**config.mk**
```make
export PLATFORM = sky130hd
export DESIGN_NAME = hazard_ctrl
export DESIGN_NICKNAME = d
export VERILOG_FILES = /design/src/rtl/hazard_ctrl_pkg.sv /design/src/rtl/hazard_ctrl_scoreboard.sv /design/src/rtl/hazard_ctrl.sv
export SDC_FILE = /design/constraint.sdc
export NUM_CORES = 1
export LEC_CHECK = 0
export ABC_AREA = 0
export BUFFER_PORTS_ARGS = -buffer_cell sky130_fd_sc_hd__buf_4
export CAP_MARGIN = 20
export CORE_MARGIN = 3
export CORE_UTILIZATION = 45
export DETAILED_ROUTE_END_ITERATION = 8
export PLACE_DENSITY = 0.76
export SYNTH_ARGS = -nofsm -noshare
export SYNTH_HDL_FRONTEND = slang
export SYNTH_HIERARCHICAL = 1
export SYNTH_SLANG_ARGS = --single-unit
```
**constraint.sdc**
```tcl
create_clock -name clk -period 3.66 [get_ports clk]
set_input_delay 0.366 -clock clk [delete_from_list [all_inputs] [get_ports clk]]
set_output_delay 0.366 -clock clk [all_outputs]
set_load 0.03 [all_outputs]
```
**src/rtl/hazard_ctrl_pkg.sv**
```systemverilog
// Shared definitions for the MIPS-lite hazard controller: opcodes, link register,
// FSM encodings and scoreboard geometry.
package hazard_ctrl_pkg;

    localparam int OP_W = 6;

    localparam logic [OP_W-1:0] OP_RTYPE = 6'b000000;
    localparam logic [OP_W-1:0] OP_ORI   = 6'b001101;
    localparam logic [OP_W-1:0] OP_XORI  = 6'b001110;
    localparam logic [OP_W-1:0] OP_LW    = 6'b100011;
    localparam logic [OP_W-1:0] OP_SW    = 6'b101011;
    localparam logic [OP_W-1:0] OP_BEQ   = 6'b000100;
    localparam logic [OP_W-1:0] OP_JAL   = 6'b000011;

    localparam int LINK_REG = 31;

    // Scoreboard geometry: one entry per downstream stage, EX youngest.
    localparam int SB_DEST_W  = 5;
    localparam int SB_ENTRIES = 3;
    localparam int SB_EX      = 0;
    localparam int SB_MEM     = 1;
    localparam int SB_WB      = 2;

    typedef enum logic [1:0] {
        ST_RUN        = 2'd0,
        ST_LOAD_STALL = 2'd1,
        ST_MEM_WAIT   = 2'd2
    } state_e;

endpackage

```
**src/rtl/hazard_ctrl_scoreboard.sv**
```systemverilog
// Shadow scoreboard of in-flight destinations (EX/MEM/WB) and the EX load-use compare.
module hazard_scoreboard
    import hazard_ctrl_pkg::*;
#(
    parameter int REG_ADDR_W = SB_DEST_W
) (
    input  logic                  clk,
    input  logic                  rst,
    input  logic                  freeze,
    input  logic                  ex_kill,
    input  logic                  id_dest_vld,
    input  logic                  id_is_load,
    input  logic [REG_ADDR_W-1:0] id_dest,
    input  logic [REG_ADDR_W-1:0] id_rs,
    input  logic [REG_ADDR_W-1:0] id_rt,
    input  logic                  id_use_rs,
    input  logic                  id_use_rt,
    output logic                  load_match
);

    logic [SB_ENTRIES-1:0]                 vld;
    logic [SB_ENTRIES-1:0]                 ld;
    logic [SB_ENTRIES-1:0][REG_ADDR_W-1:0] dst;

    logic                  nxt_vld;
    logic [REG_ADDR_W-1:0] nxt_dst;
    logic                  wb_unused;

    // $0 is hardwired, so it never becomes a tracked destination.
    assign nxt_vld = id_dest_vld & ~ex_kill & (id_dest != '0);
    assign nxt_dst = nxt_vld ? id_dest : '0;

    always_ff @(posedge clk) begin
        if (rst) begin
            vld <= '0;
            ld  <= '0;
            dst <= '0;
        end else if (!freeze) begin
            vld <= {vld[SB_ENTRIES-2:0], nxt_vld};
            ld  <= {ld[SB_ENTRIES-2:0], nxt_vld & id_is_load};
            dst <= {dst[SB_ENTRIES-2:0], nxt_dst};
        end
    end

    // Only an EX-stage load can stall; MEM/WB results are bypassed.
    assign load_match = vld[SB_EX] & ld[SB_EX] &
                        ((id_use_rs & (dst[SB_EX] == id_rs)) |
                         (id_use_rt & (dst[SB_EX] == id_rt)));

    // The WB entry retires off the end of the shift register.
    assign wb_unused = ^{vld[SB_WB], ld[SB_WB], dst[SB_WB]};

endmodule

```
**src/rtl/hazard_ctrl.sv**
```systemverilog
// Pipeline hazard controller: load-use stall, dmem freeze, branch/JAL flushes and
// saturating stall/flush performance counters.
module hazard_ctrl
    import hazard_ctrl_pkg::*;
#(
    parameter int CNT_W      = 32,
    parameter int REG_ADDR_W = 5
) (
    input  logic                  clk,
    input  logic                  rst,
    input  logic [OP_W-1:0]       id_op,
    input  logic [REG_ADDR_W-1:0] id_rs,
    input  logic [REG_ADDR_W-1:0] id_rt,
    input  logic [REG_ADDR_W-1:0] id_rd,
    input  logic                  ex_branch_taken,
    input  logic                  dmem_busy,
    output logic                  stall,
    output logic                  pc_we,
    output logic                  ifid_we,
    output logic                  ifid_flush,
    output logic                  idex_flush,
    output logic                  freeze,
    output logic [CNT_W-1:0]      stall_cnt,
    output logic [CNT_W-1:0]      flush_cnt
);

    state_e state_q, state_d;

    logic                  dec_dest_vld;
    logic                  dec_is_load;
    logic [REG_ADDR_W-1:0] dec_dest;
    logic                  dec_use_rs;
    logic                  dec_use_rt;
    logic                  load_match;

    always_comb begin
        dec_dest_vld = 1'b0;
        dec_is_load  = 1'b0;
        dec_dest     = '0;
        dec_use_rs   = 1'b0;
        dec_use_rt   = 1'b0;
        case (id_op)
            OP_RTYPE: begin
                dec_dest_vld = 1'b1;
                dec_dest     = id_rd;
                dec_use_rs   = 1'b1;
                dec_use_rt   = 1'b1;
            end
            OP_ORI, OP_XORI: begin
                dec_dest_vld = 1'b1;
                dec_dest     = id_rt;
                dec_use_rs   = 1'b1;
            end
            OP_LW: begin
                dec_dest_vld = 1'b1;
                dec_dest     = id_rt;
                dec_is_load  = 1'b1;
                dec_use_rs   = 1'b1;
            end
            OP_SW, OP_BEQ: begin
                dec_use_rs   = 1'b1;
                dec_use_rt   = 1'b1;
            end
            OP_JAL: begin
                dec_dest_vld = 1'b1;
                dec_dest     = REG_ADDR_W'(LINK_REG);
            end
            default: ;
        endcase
    end

    hazard_scoreboard #(
        .REG_ADDR_W (REG_ADDR_W)
    ) u_sb (
        .clk         (clk),
        .rst         (rst),
        .freeze      (freeze),
        .ex_kill     (stall | idex_flush),
        .id_dest_vld (dec_dest_vld),
        .id_is_load  (dec_is_load),
        .id_dest     (dec_dest),
        .id_rs       (id_rs),
        .id_rt       (id_rt),
        .id_use_rs   (dec_use_rs),
        .id_use_rt   (dec_use_rt),
        .load_match  (load_match)
    );

    always_ff @(posedge clk) begin
        if (rst) state_q <= ST_RUN;
        else     state_q <= state_d;
    end

    // Priority: dmem_busy > branch > load-use > JAL > normal.
    // The cycle dmem_busy drops is handled as RUN so a load still sitting in
    // EX after the freeze is caught before its consumer advances.
    always_comb begin
        state_d    = ST_RUN;
        stall      = 1'b0;
        pc_we      = 1'b1;
        ifid_we    = 1'b1;
        ifid_flush = 1'b0;
        idex_flush = 1'b0;
        freeze     = 1'b0;

        if (dmem_busy) begin
            freeze  = 1'b1;
            pc_we   = 1'b0;
            ifid_we = 1'b0;
        end else if (ex_branch_taken) begin
            ifid_flush = 1'b1;
            idex_flush = 1'b1;
        end else if (load_match) begin
            stall   = 1'b1;
            pc_we   = 1'b0;
            ifid_we = 1'b0;
        end else if (id_op == OP_JAL) begin
            ifid_flush = 1'b1;
        end

        case (state_q)
            ST_RUN: begin
                if (dmem_busy)  state_d = ST_MEM_WAIT;
                else if (stall) state_d = ST_LOAD_STALL;
            end
            ST_LOAD_STALL, ST_MEM_WAIT: begin
                if (dmem_busy)  state_d = ST_MEM_WAIT;
            end
            default: state_d = ST_RUN;
        endcase

        if (rst) begin
            stall      = 1'b1;
            pc_we      = 1'b0;
            ifid_we    = 1'b0;
            ifid_flush = 1'b1;
            idex_flush = 1'b1;
            freeze     = 1'b0;
            state_d    = ST_RUN;
        end
    end

    always_ff @(posedge clk) begin
        if (rst) begin
            stall_cnt <= '0;
            flush_cnt <= '0;
        end else begin
            if ((stall | freeze) && (stall_cnt != '1)) stall_cnt <= stall_cnt + CNT_W'(1);
            if (ifid_flush && (flush_cnt != '1))       flush_cnt <= flush_cnt + CNT_W'(1);
        end
    end

endmodule

```
==> results.cfg <==
[run_status]
status = finished clean

[clock_network]
post_cts_buffers = 0
clk_path_buf_depth = 2
cts_buffers = 9
cts-hold-fix-buffers = 0
clock-root-buffer = clkbuf_8
cts_tree = done
cts_sinks = 71
clkSlewWorstSetupHoldPaths_ns = 0.07
clkLatencyLatePin_ns = 0.34
htreeDepth = 3
cts_resized = 0

[worst_setup_path]
required_ns = 3.89
startpoint = id_op[3]
end_kind = register
cpLargestDelayFamily = simple AND/OR/NAND/NOR gates
r2r_start = u_sb/dst[2]$_SDFFE_PP0N_
crit_buf_inv = 1
cp_cell_sequence = buf_4, nand3b_1, o32ai_1, a2bb2oi_1, a21oi_1, nand4_1, o22ai_1, nor4bb_1, a221o_1, nand2_1, nor4b_1, mux2_2
r2r_setup_slack_ns = 0.94
crit_path_max_fanout = 17
worstPathArrival_ns = 3.06
worst-r2r-cell-count = 8
endpoint = flush_cnt[23]$_SDFFE_PP0P_
cp-start-kind = input pin
criticalPathCategory = input pin to register
slowest_delay_ns = 0.43
reg2reg_to = flush_cnt[23]$_SDFFE_PP0P_
slowest_stage = nor4b_1
worst-path-stages = 12

[floorplanning]
die_w_um = 99.6
core-area_mm2 = 0.00834
dieArea_mm2 = 0.00991
rows = 33
io_pins = 95
die_h_um = 99.6
start_util_pct = 47.2

[pwr]
p_sw_mw = 0.379
cell_internal_pwr_mw = 1.23
combPwrFrac_pct = 8.3
pwr-share-seq_pct = 49.1
ir_drop_mv = 0.156
p_per_area_mw_per_mm2 = 328
p_leak_nw = 1.71
p_sw_share_pct = 23.6
clock_power_share_pct = 42.6

[sta]
setup_slack_ns = 0.831
setup_viol = 0
fin_crit_ns = 2.83
fmax_ghz = 0.353
final-hold-violation-count = 0
period_share_pct = 77.3
rsz0062_at_grt = no
skew_ns = 0.0110
final_max_slew_viol_count = 0
tns_ns = 0
worst_pin_slew_ns = 0.954
max_slew_margin_pct = 35.4

[logic_synthesis]
synth_top_family_by_area = simple AND/OR/NAND/NOR gates
yosysWarnings = 6
synthSimpleGateAreaFrac_pct = 33.3
synth-async-reset-ratio_pct = 0
ys_ff_latch = 71
synth_area_mm2 = 0.00394
seq_area_frac_synth_pct = 36.1
synth_xor_area_share_pct = 5.11
synth_ff_type = dfxtp_1
synth_cell_types = 59
synth_compound_area_share_pct = 17.3
synthCells = 485
syn-num-nets = 512
synthAdderAreaFrac_pct = 0.635
synth_edf_count = 0
synth_area_per_cell_um2 = 8.12
synth_mux_area_share_pct = 3.65

[final_layout]
final_common_cell = buf_4
syn2layout_area_growth_pct = 24.7
layout_common_cells = buf_4 (97), dfxtp_1 (71), a21oi_1 (48)
multi_input_area_mm2 = 0.00236
n_antenna_cell = 0
drive_above_1_share_pct = 25.1
stdcell_area_mm2 = 0.00491
n_fill_cell = 790
regArea_mm2 = 0.00142
nNetsFinal = 596

[routing]
dr_total_vias = 3971
wl_per_cell_um = 14.5
firstDrtPassIters = 4
drt_wl_total_mm = 9.82
ant_nets = 0
post_drt_via_cell_ratio = 5.86
drcViolationCount = 0
drt_iter0_drc = 152

[placement]
port_buffers = 94
routabilityCongestion = 0.875
post-place-ws_ns = 0.480
place_hpwl_mm = 7.14
placed_area_mm2 = 0.00470

[global_route]
grt.total_usage_pct = 19.7
grt_pass1_vias = 3550
grt_antenna_before_repair = 0
grt_pass1_wl_mm = 16.5
grt.overflow.total = 0
grt_start_max_net_pins = 57

[min_path]
hold_class = input pin to register

[flow_run]
cap_violations = 0
-- kinds of logic (layout without fill, tap and decap cells) --
kind of cell / Yosys count / count (layout)
mux: 13 / 13
buf+inv: 39 / 127
simple gates: 230 / 230
fa+ha+maj: 2 / 2
xor+xnor: 23 / 23
flops: 71 / 71
compound gates: 107 / 107
-- worst min path at each step --
stage | start | to | slack (ns) | cells after the start
6_report | id_op[4] | u_sb/ld[0]$_SDFFE_PP0N_ | 0.39 | 4
2_1_floorplan | rst | u_sb/dst[0]$_SDFFE_PP0N_ | 0.44 | 1
3_3_place_gp | stall_cnt[10]$_SDFFE_PP0P_ | stall_cnt[10]$_SDFFE_PP0P_ | 0.47 | 2
3_5_place_dp | u_sb/ld[0]$_SDFFE_PP0N_ | u_sb/ld[0]$_SDFFE_PP0N_ | 0.48 | 2
5_1_grt | id_op[2] | u_sb/ld[0]$_SDFFE_PP0N_ | 0.39 | 4
4_1_cts | id_op[4] | u_sb/ld[0]$_SDFFE_PP0N_ | 0.37 | 4
-- layer usage --
layer  share of wire (%)  routed length (um)  GRT usage, %
met3                 6.5                 640          4.07
met1                  45                4450          25.6
met2                  47                4620          33.0
met4                 1.1                 104          5.36
met5                   0                   0             0
-- power by group through the flow --
stage	clock network [mW]	logic (mW)	registers [mW]
global placement	0	0.130	0.808
global route	0.736	0.146	0.792
finish	0.686	0.133	0.791
detailed placement	0	0.133	0.808
CTS	0.705	0.134	0.790
floorplan	0	0.0653	0.818
-- sequential cells by signal (all words and copies together) (netlist names) --
name       cells
flush_cnt     32
u_sb/vld       1
u_sb/ld        1
stall_cnt     32
u_sb/dst       5
-- area by class of cell --
class | instances | share of cell area (%)
Multi-Input combinational cell | 375 | 48.1
Sequential cell | 71 | 28.9
Timing Repair Buffer | 97 | 14.8
Clock buffer | 11 | 2.88
Tap cell | 105 | 2.67
Clock inverter | 4 | 1.43
Inverter | 15 | 1.15
-- cell usage after synthesis (all sizes together) (15+ instances only) --
cell,instances,area [um2]
o31ai,19,143
nand4,19,125
nand2,33,124
or4,23,180
nor4,16,113
nor2,43,161
dfxtp,71,1420
clkbuf,20,76.3
nand3,26,130
xnor2,21,184
a21oi,48,240
inv,15,56.3
or3,17,108
o21ai,15,75.1
-- stage by stage --
stage	power, mW	util (%)	std cells	hold WS (ns)
6_report	1.61	58.9	678	0.387
5_1_grt	1.67	58.9	678	0.390
4_1_cts	1.63	58.9	678	0.365
3_5_place_dp	0.942	56.4	663	0.481
3_3_place_gp	0.938	56.4	663	0.474
2_1_floorplan	0.883	-	485	0.435
-- tightest hold or removal path, delay by kind of cell --
kind	cells	cell delay, ns
AO/OA/AOI/OAI	2	0.14
buffers and inverters	1	0.10
AND/OR/NAND/NOR	1	0.07
Power figures use the tool's default switching activity.
